==> src/rtl/ctrl_pkg.sv <==
// Shared state type, instruction encodings and decoded-instruction record
// for the datapath sequencer.
package ctrl_pkg;

    typedef enum logic [2:0] {
        S_WAIT   = 3'd0,
        S_DECODE = 3'd1,
        S_WR_IMM = 3'd2,
        S_GET_A  = 3'd3,
        S_GET_B  = 3'd4,
        S_EXEC   = 3'd5,
        S_WR_RES = 3'd6
    } ctrl_state_t;

    localparam logic [2:0] OPC_MOV = 3'b110;
    localparam logic [2:0] OPC_ALU = 3'b101;

    localparam logic [1:0] OP_ADD  = 2'b00;
    localparam logic [1:0] OP_CMP  = 2'b01;
    localparam logic [1:0] OP_AND  = 2'b10;
    localparam logic [1:0] OP_MVN  = 2'b11;
    localparam logic [1:0] OP_MOVI = 2'b10;
    localparam logic [1:0] OP_MOVR = 2'b00;

    // MOV reg is executed as 0 + shifted Rm, so it uses the ADD opcode with asel
    localparam logic [1:0] ALU_PASS = 2'b00;

    typedef struct packed {
        logic [2:0] rn;
        logic [2:0] rd;
        logic [2:0] rm;
        logic [1:0] op;
        logic [1:0] sh;
        logic       is_movi;
        logic       is_movr;
        logic       is_mvn;
        logic       is_cmp;
        logic       is_abin;   // ADD/CMP/AND: needs the Rn operand in A
        logic       illegal;
    } ins_fields_t;

endpackage

==> src/rtl/ins_decoder.sv <==
// Combinational instruction decoder: field extraction, class flags and
// sign-extension of imm8 to the datapath width.
module ins_decoder
    import ctrl_pkg::*;
#(
    parameter int DATA_W = 16
) (
    input  logic [15:0]       ir,
    output ins_fields_t       fields,
    output logic [DATA_W-1:0] imm_ext
);

    assign imm_ext = {{(DATA_W-8){ir[7]}}, ir[7:0]};

    // Field extraction and instruction classification
    always_comb begin
        fields     = '0;
        fields.rn  = ir[10:8];
        fields.rd  = ir[7:5];
        fields.rm  = ir[2:0];
        fields.op  = ir[12:11];
        fields.sh  = ir[4:3];
        case (ir[15:13])
            OPC_MOV: begin
                case (ir[12:11])
                    OP_MOVI: fields.is_movi = 1'b1;
                    OP_MOVR: fields.is_movr = 1'b1;
                    default: fields.illegal = 1'b1;
                endcase
            end
            OPC_ALU: begin
                case (ir[12:11])
                    OP_ADD:  fields.is_abin = 1'b1;
                    OP_CMP:  begin
                        fields.is_abin = 1'b1;
                        fields.is_cmp  = 1'b1;
                    end
                    OP_AND:  fields.is_abin = 1'b1;
                    OP_MVN:  fields.is_mvn  = 1'b1;
                    default: fields.illegal = 1'b1;
                endcase
            end
            default: fields.illegal = 1'b1;
        endcase
    end

endmodule

==> src/rtl/datapath_ctrl.sv <==
// Moore sequencer that latches one instruction at a time and steps the
// register-file / shifter / ALU datapath through its execution.
module datapath_ctrl
    import ctrl_pkg::*;
#(
    parameter int DATA_W = 16
) (
    input  logic              clk,
    input  logic              reset,
    input  logic              start,
    input  logic [15:0]       in,
    output logic              w,
    output logic              illegal,
    output logic [2:0]        readnum,
    output logic [2:0]        writenum,
    output logic              write,
    output logic              loada,
    output logic              loadb,
    output logic              loadc,
    output logic              loads,
    output logic              asel,
    output logic              bsel,
    output logic              vsel,
    output logic [1:0]        shift,
    output logic [1:0]        ALUop,
    output logic [DATA_W-1:0] datapath_in
);

    ctrl_state_t state_r;
    ctrl_state_t next_state_s;
    logic [15:0] ir_r;
    logic        illegal_r;
    ins_fields_t dec_s;

    ins_decoder #(.DATA_W(DATA_W)) u_dec (
        .ir      (ir_r),
        .fields  (dec_s),
        .imm_ext (datapath_in)
    );

    assign illegal = illegal_r;

    // State, instruction latch and sticky illegal flag
    always_ff @(posedge clk) begin
        if (reset) begin
            state_r   <= S_WAIT;
            ir_r      <= 16'h0000;
            illegal_r <= 1'b0;
        end else begin
            state_r <= next_state_s;
            if ((state_r == S_WAIT) && start) begin
                ir_r      <= in;
                illegal_r <= 1'b0;
            end else if ((state_r == S_DECODE) && dec_s.illegal) begin
                illegal_r <= 1'b1;
            end else begin
                illegal_r <= illegal_r;
            end
        end
    end

    // Next-state selection
    always_comb begin
        next_state_s = state_r;
        case (state_r)
            S_WAIT: begin
                if (start) next_state_s = S_DECODE;
                else       next_state_s = S_WAIT;
            end
            S_DECODE: begin
                if (dec_s.illegal)      next_state_s = S_WAIT;
                else if (dec_s.is_movi) next_state_s = S_WR_IMM;
                else if (dec_s.is_abin) next_state_s = S_GET_A;
                else                    next_state_s = S_GET_B;
            end
            S_WR_IMM: next_state_s = S_WAIT;
            S_GET_A:  next_state_s = S_GET_B;
            S_GET_B:  next_state_s = S_EXEC;
            S_EXEC: begin
                if (dec_s.is_cmp) next_state_s = S_WAIT;
                else              next_state_s = S_WR_RES;
            end
            S_WR_RES: next_state_s = S_WAIT;
            default:  next_state_s = S_WAIT;
        endcase
    end

    // Moore datapath controls decoded from state and latched instruction
    always_comb begin
        w        = 1'b0;
        write    = 1'b0;
        loada    = 1'b0;
        loadb    = 1'b0;
        loadc    = 1'b0;
        loads    = 1'b0;
        asel     = 1'b0;
        bsel     = 1'b0;
        vsel     = 1'b0;
        readnum  = 3'd0;
        writenum = 3'd0;
        shift    = 2'b00;
        ALUop    = 2'b00;
        case (state_r)
            S_WAIT: w = 1'b1;
            S_WR_IMM: begin
                vsel     = 1'b1;
                write    = 1'b1;
                writenum = dec_s.rn;
            end
            S_GET_A: begin
                readnum = dec_s.rn;
                loada   = 1'b1;
            end
            S_GET_B: begin
                readnum = dec_s.rm;
                loadb   = 1'b1;
            end
            S_EXEC: begin
                shift = dec_s.sh;
                asel  = dec_s.is_movr | dec_s.is_mvn;
                ALUop = dec_s.is_movr ? ALU_PASS : dec_s.op;
                if (dec_s.is_cmp) begin
                    loads = 1'b1;
                end else begin
                    loadc = 1'b1;
                end
            end
            S_WR_RES: begin
                write    = 1'b1;
                writenum = dec_s.rd;
            end
            default: w = 1'b0;
        endcase
    end

endmodule

==> config.mk <==
export PLATFORM = sky130hd
export DESIGN_NAME = datapath_ctrl
export DESIGN_NICKNAME = d
export VERILOG_FILES = /design/src/rtl/ctrl_pkg.sv /design/src/rtl/ins_decoder.sv /design/src/rtl/datapath_ctrl.sv
export SDC_FILE = /design/constraint.sdc
export NUM_CORES = 1
export LEC_CHECK = 0
export BUFFER_PORTS_ARGS = -buffer_cell sky130_fd_sc_hd__buf_2
export CAP_MARGIN = 20
export CORE_MARGIN = 5
export CORE_UTILIZATION = 45
export CTS_CLUSTER_DIAMETER = 120
export DETAILED_ROUTE_END_ITERATION = 12
export MAX_ROUTING_LAYER = met4
export PLACE_DENSITY = 0.78
export SLEW_MARGIN = 25
export SYNTH_ARGS = -nofsm -noshare
export SYNTH_HDL_FRONTEND = slang
export SYNTH_SLANG_ARGS = --single-unit
==> constraint.sdc <==
create_clock -name clk -period 3.5 [get_ports clk]
set_clock_uncertainty 0.05 [all_clocks]
set_input_delay 0.525 -clock clk [delete_from_list [all_inputs] [get_ports clk]]
set_output_delay 0.525 -clock clk [all_outputs]
set_load 0.01 [all_outputs]
-- Yosys cells after proc, flatten, opt, wreduce, memory -nomap -nowiden
Index checks and enable logic that the tools add are counted.
- bitwise gates (word level): 1
- reductions and logical operators: 8
- equality and inequality tests: 11
- mux-type cells: 30
- operators by type and width (cell ; number):
    1-bit two-way mux ; 17
    3-bit equality test, second input constant ; 5
    3-bit two-way mux ; 5
    3-bit one-hot mux with 5 select lines ; 1
    3-bit one-hot mux with 2 select lines ; 2
    2-bit two-way mux ; 4
    3-bit by 2-bit equality test with 1-bit output, second input constant ; 2
    2-bit OR reduction ; 3
    2-bit equality test, second input constant ; 2
    3-bit by 1-bit equality test with 1-bit output, second input constant ; 1
    3-bit logical NOT ; 1
    3-bit OR reduction ; 1
    2-bit by 1-bit equality test with 1-bit output, second input constant ; 1
    1-bit logical AND ; 2
    2-bit logical NOT ; 1
    1-bit one-hot mux with 2 select lines ; 1
    1-bit bitwise OR ; 1
- input port bits: 19
- register bits: 20
- word-level logic and storage cells: 53

-- Logic depth before layout (Yosys ltp)
- word-level depth: 8
- gate-level depth with buffers: 7
- depth with buffers taken out: 4

-- By module
Synthesis repeated with hierarchy kept, for this count alone.
- cell total of the unflattened synthesis: 161
- area, all modules: 1267.5 um^2
- modules (own cells, without submodules) (module ; area an instance (um^2) ; instances ; sequential area each (um^2) ; cells each):
    datapath_ctrl ; 985.9 ; 1 ; 400.4 ; 122
    ins_decoder ; 281.5 ; 1 ; 0.0 ; 39

-- Least setup slack after synthesis
No wires, ideal clock.
- path type: reg2out
- start: reg state_r[2]
- end: out readnum[0]
- stages on the path, launching flop included: 4
- setup slack: 1672 ps
- path buffers: 1
- required time: 2925 ps
- arrival: 1253 ps
- cell sequence: dfxtp_1 buf_6 nor3b_1 a22o_1
- cells in the longest elaborated chain, start to end: 2
- elaborated cells between the ends (all ways): 3
- RTL lines (item ; line ; text):
    from (decl) ; datapath_ctrl.sv:29 ; ctrl_state_t state_r;
    from (signal assigned) ; datapath_ctrl.sv:50 ; state_r <= next_state_s;
    3-bit equality test or 3-bit by 2-bit equality test with 1-bit output (tied branches) ; datapath_ctrl.sv:103 ; case (state_r)
    3-bit one-hot mux with 2 select lines * ; datapath_ctrl.sv:103 ;
    to (decl) ; datapath_ctrl.sv:14 ; output logic [2:0] readnum,
Every way passes the cells marked *; elsewhere a longest branch is shown, timed or not.

-- Final worst setup path
- start: reg state_r[2]
- end: out readnum[1]
The elaborated chain is that of the path after synthesis.

==> impl_metrics.prom <==
# TYPE chip_impl_metric gauge
chip_impl_metric{name="period_needed",unit="ns"} 2.38
chip_impl_metric{name="totalPowerFinal",unit="µW"} 514
chip_impl_metric{name="yosys.area.top_type_share",unit="%"} 35.6
chip_impl_metric{name="postSynthAreaPerCell",unit="µm²"} 7.93
chip_impl_metric{name="tritoncts.num_buffers",unit=""} 3
chip_impl_metric{name="globalRoute.totalOverflow",unit=""} 0
chip_impl_info{name="worst_path_max_delay_cell",value="sky130_fd_sc_hd__dfxtp_1"} 1
chip_impl_metric{name="clock_sink_count",unit=""} 20
chip_impl_metric{name="cp_data_arrival_time",unit="ns"} 1.80
chip_impl_metric{name="worst-slew-pin-transition",unit="ns"} 0.555
chip_impl_info{name="synth_top_family_by_area",value="simple AND/OR/NAND/NOR gates"} 1
chip_impl_metric{name="drive_above_1_share",unit="%"} 39.4
chip_impl_metric{name="postCtsSetupRepairBufs",unit=""} 0
chip_impl_metric{name="synthesis.instances",unit=""} 142
chip_impl_metric{name="drt_wl_total",unit="µm"} 2590
chip_impl_metric{name="vias_in_the_first_global_route",unit=""} 954
chip_impl_metric{name="initial_core_utilization",unit="%"} 46.3
chip_impl_metric{name="syn2layout_area_growth",unit="%"} 16.0
chip_impl_metric{name="detail_route.wl_per_cell",unit="µm"} 12.6
chip_impl_metric{name="yosys_warnings",unit=""} 0
chip_impl_metric{name="area_of_all_sequential_standard_cells",unit="µm²"} 400
chip_impl_metric{name="required",unit="ns"} 2.92
chip_impl_info{name="critical_path_class",value="reg2out"} 1
chip_impl_metric{name="synthesis.area",unit="µm²"} 1130
chip_impl_metric{name="critical_path_buf_inv_count",unit=""} 1
chip_impl_metric{name="cts-resized-gates",unit=""} 0
chip_impl_info{name="yosys.cell_count.top_type",value="sky130_fd_sc_hd__nand2_1"} 1
chip_impl_metric{name="yosys.cell_types.count",unit=""} 30
chip_impl_info{name="outcome",value="complete, no violations"} 1
chip_impl_metric{name="max_transition_margin",unit="%"} 62.9
chip_impl_metric{name="synth.yosys.seq_area_share",unit="%"} 35.6
chip_impl_metric{name="largest_vdd_supply_drop",unit="mV"} 0.263
chip_impl_metric{name="synth_compound_area_share",unit="%"} 18.4
chip_impl_metric{name="minimum_setup_slack_among_reg_to_reg_paths",unit="ns"} 1.90
chip_impl_metric{name="numPortBuffers",unit=""} 53
chip_impl_metric{name="max_buffers_root_to_sink",unit=""} 2
chip_impl_metric{name="cts_htree_levels",unit=""} 1
chip_impl_metric{name="floorplan.io_pins",unit=""} 55
chip_impl_metric{name="grt_pass1_wl",unit="µm"} 4060
chip_impl_metric{name="n_antenna_cell",unit=""} 0
chip_impl_metric{name="detailedPlace.worstSlack",unit="ns"} 1.50
chip_impl_metric{name="mappedNetlistNets",unit=""} 161
chip_impl_metric{name="nFillCells",unit=""} 250
chip_impl_metric{name="worstSkewPairLatency",unit="ns"} 0.31
chip_impl_metric{name="final_hold_violating_endpoints",unit=""} 0
chip_impl_metric{name="asyncSetResetFlopFracSynth",unit="%"} 0
chip_impl_metric{name="core",unit="µm²"} 2430
chip_impl_info{name="cell_type_with_the_highest_aggregate_area_in_the_netlist",value="sky130_fd_sc_hd__dfxtp_1"} 1
chip_impl_metric{name="fp-row-count",unit=""} 18
chip_impl_metric{name="synth.ff_latch_count",unit=""} 20
chip_impl_metric{name="synth_enable_flop_cells",unit=""} 0
chip_impl_metric{name="totalNegativeSetupSlack",unit="ns"} 0
chip_impl_info{name="top_cells_by_instance_count_after_synthesis",value="36 x sky130_fd_sc_hd__nand2_1, 20 x sky130_fd_sc_hd__dfxtp_1, 18 x sky130_fd_sc_hd__buf_4"} 1
chip_impl_metric{name="yosys.area_share.xor_xnor",unit="%"} 0
chip_impl_metric{name="grt_max_degree",unit=""} 21
chip_impl_metric{name="setup-violations-final",unit=""} 0
chip_impl_metric{name="die-area",unit="µm²"} 3600
chip_impl_metric{name="gp_congestion",unit=""} 0.836
chip_impl_metric{name="dr.first_iter.drc_count",unit=""} 30
chip_impl_metric{name="post_synthesis_mux_area_share",unit="%"} 2.67
chip_impl_metric{name="grt_antenna_before_repair",unit=""} 0
chip_impl_metric{name="timing.final.max_slew_violations",unit=""} 0
chip_impl_info{name="setup.worst_path.start_class",value="register"} 1
chip_impl_info{name="cts_tree",value="yes"} 1
chip_impl_metric{name="leakagePower",unit="nW"} 0.620
chip_impl_metric{name="combined_area_of_the_multi_input_logic_cells",unit="µm²"} 536
chip_impl_metric{name="timing.critical_path.slowest_cell_delay",unit="ns"} 0.61
chip_impl_info{name="critical_path.cell_chain",value="nor3b_1 -> a22o_1 -> buf_2"} 1
chip_impl_metric{name="die-width",unit="µm"} 60.0
chip_impl_info{name="hp-class",value="in2reg"} 1
chip_impl_metric{name="post-route-cell-area",unit="µm²"} 1310
chip_impl_metric{name="gr-usage-all-layers",unit="%"} 15.1
chip_impl_metric{name="detail_route.vias_per_cell",unit=""} 5.00
chip_impl_metric{name="finish.net_count",unit=""} 195
chip_impl_info{name="cts_root_buf",value="sky130_fd_sc_hd__clkbuf_4"} 1
chip_impl_metric{name="place_area",unit="µm²"} 1250
chip_impl_metric{name="critPathMaxFanout",unit=""} 10
chip_impl_info{name="yosys-top-cells-area",value="sky130_fd_sc_hd__dfxtp_1 36%, sky130_fd_sc_hd__buf_4 12%, sky130_fd_sc_hd__nand2_1 12%"} 1
chip_impl_metric{name="final_min_period_over_clock_period",unit="%"} 68.0
chip_impl_metric{name="synth-simple-area-share",unit="%"} 26.1
chip_impl_metric{name="route.vias.total",unit=""} 1026
chip_impl_metric{name="number_of_buffers_added_to_fix_hold_violations_after_cts",unit=""} 0
chip_impl_metric{name="hpwlAfterDp",unit="µm"} 2000
chip_impl_info{name="synth-main-ff-cell",value="sky130_fd_sc_hd__dfxtp_1"} 1
chip_impl_metric{name="route.antenna.remaining_nets",unit=""} 0
chip_impl_info{name="endpoint_kind",value="output pin"} 1
chip_impl_metric{name="fmax",unit="MHz"} 420
chip_impl_info{name="cp_delay_by_family_top",value="flip-flops"} 1
chip_impl_metric{name="worst_slack",unit="ns"} 1.12
chip_impl_metric{name="die_h",unit="µm"} 60.0
chip_impl_metric{name="cts.clk_slew.worst_paths",unit="ns"} 0.12
chip_impl_metric{name="firstDrtPassIters",unit=""} 4
chip_impl_metric{name="drc",unit=""} 0
chip_impl_metric{name="synthAdderAreaFrac",unit="%"} 0
chip_impl_metric{name="max_cap_violations",unit=""} 0
chip_impl_info{name="rsz_0062_raised_after_global_routing",value="false"} 1
chip_impl_metric{name="power.density_cell_area",unit="nW/µm²"} 393
-- cell usage in the layout (no fill, tap or decap), types with 4 or more instances in the layout --
cell type | synthesis | layout
sky130_fd_sc_hd__a21oi_1 | 6 | 6
sky130_fd_sc_hd__nand2_1 | 36 | 36
sky130_fd_sc_hd__inv_1 | 4 | 4
sky130_fd_sc_hd__and2_1 | 5 | 5
sky130_fd_sc_hd__dfxtp_1 | 20 | 20
sky130_fd_sc_hd__buf_2 | 2 | 53
sky130_fd_sc_hd__nor2_1 | 10 | 10
sky130_fd_sc_hd__a21oi_2 | 10 | 10
-- final cells by class --
cell class	count	area share (%)
flip-flops and latches	20	30.7
clock buffers	3	1.72
well taps	30	2.87
clock inverters	1	2.30
inverters	4	1.15
multi-input cells	94	41.0
repair buffers	53	20.3
-- registers in the layout, summed over array words and instances, names as in the netlist --
| register | count |
|---|---|
| ir_r | 16 |
| illegal | 1 |
| state_r | 3 |
-- power by group --
group	leakage [nW]	total (mW)	switching (mW)	internal, mW
Clock	0.0279	0.190	0.0740	0.116
Sequential	0.164	0.253	0.0129	0.241
Combinational	0.428	0.0705	0.0405	0.0300
Total	0.620	0.514	0.127	0.386
-- worst paths after layout --
check | end | depth (start not counted) | start
min reg2reg | ir_r[4] | 2 | ir_r[4]
min | ir_r[2] | 3 | in[2]
max reg2reg | ir_r[14] | 4 | state_r[2]
max | readnum[1] | 3 | state_r[2]
-- routing by layer --
layer / global-route usage, % / vias to the layer above / share of wire [%]
met5: - / - / 0
met4: 5.70 / 0 / 1.4
met3: 3.02 / 4 / 5.9
met2: 25.8 / 32 / 52
met1: 17.4 / 472 / 41
li1: - / 518 / -
-- cell families (layout without fill, tap and decap cells) --
| kind of cell | Yosys count | after routing |
|---|---|---|
| other | 1 | 1 |
| AO/OA/AOI/OAI | 27 | 27 |
| flip-flops | 20 | 20 |
| AND/OR/NAND/NOR | 63 | 63 |
| multiplexers | 3 | 3 |
| buffers and inverters | 28 | 61 |
-- worst register-to-register path, delay by kind of cell (launching register included) --
kind / cells / cell delay (ns)
DFF: 1 / 0.46
and+or+nand+nor: 3 / 0.90
AOI/OAI and AO/OA: 1 / 0.13
-- through the flow --
| stage | utilization, % | hold WS, ns | cells |
|---|---|---|---|
| after floorplan | - | 0.395 | 142 |
| after global placement | 51.5 | 0.400 | 201 |
| after detailed placement | 51.5 | 0.410 | 201 |
| after CTS | 53.7 | 0.378 | 205 |
| after global routing | 53.7 | 0.393 | 205 |
| final | 53.7 | 0.388 | 205 |
Power figures use the tool's default switching activity.
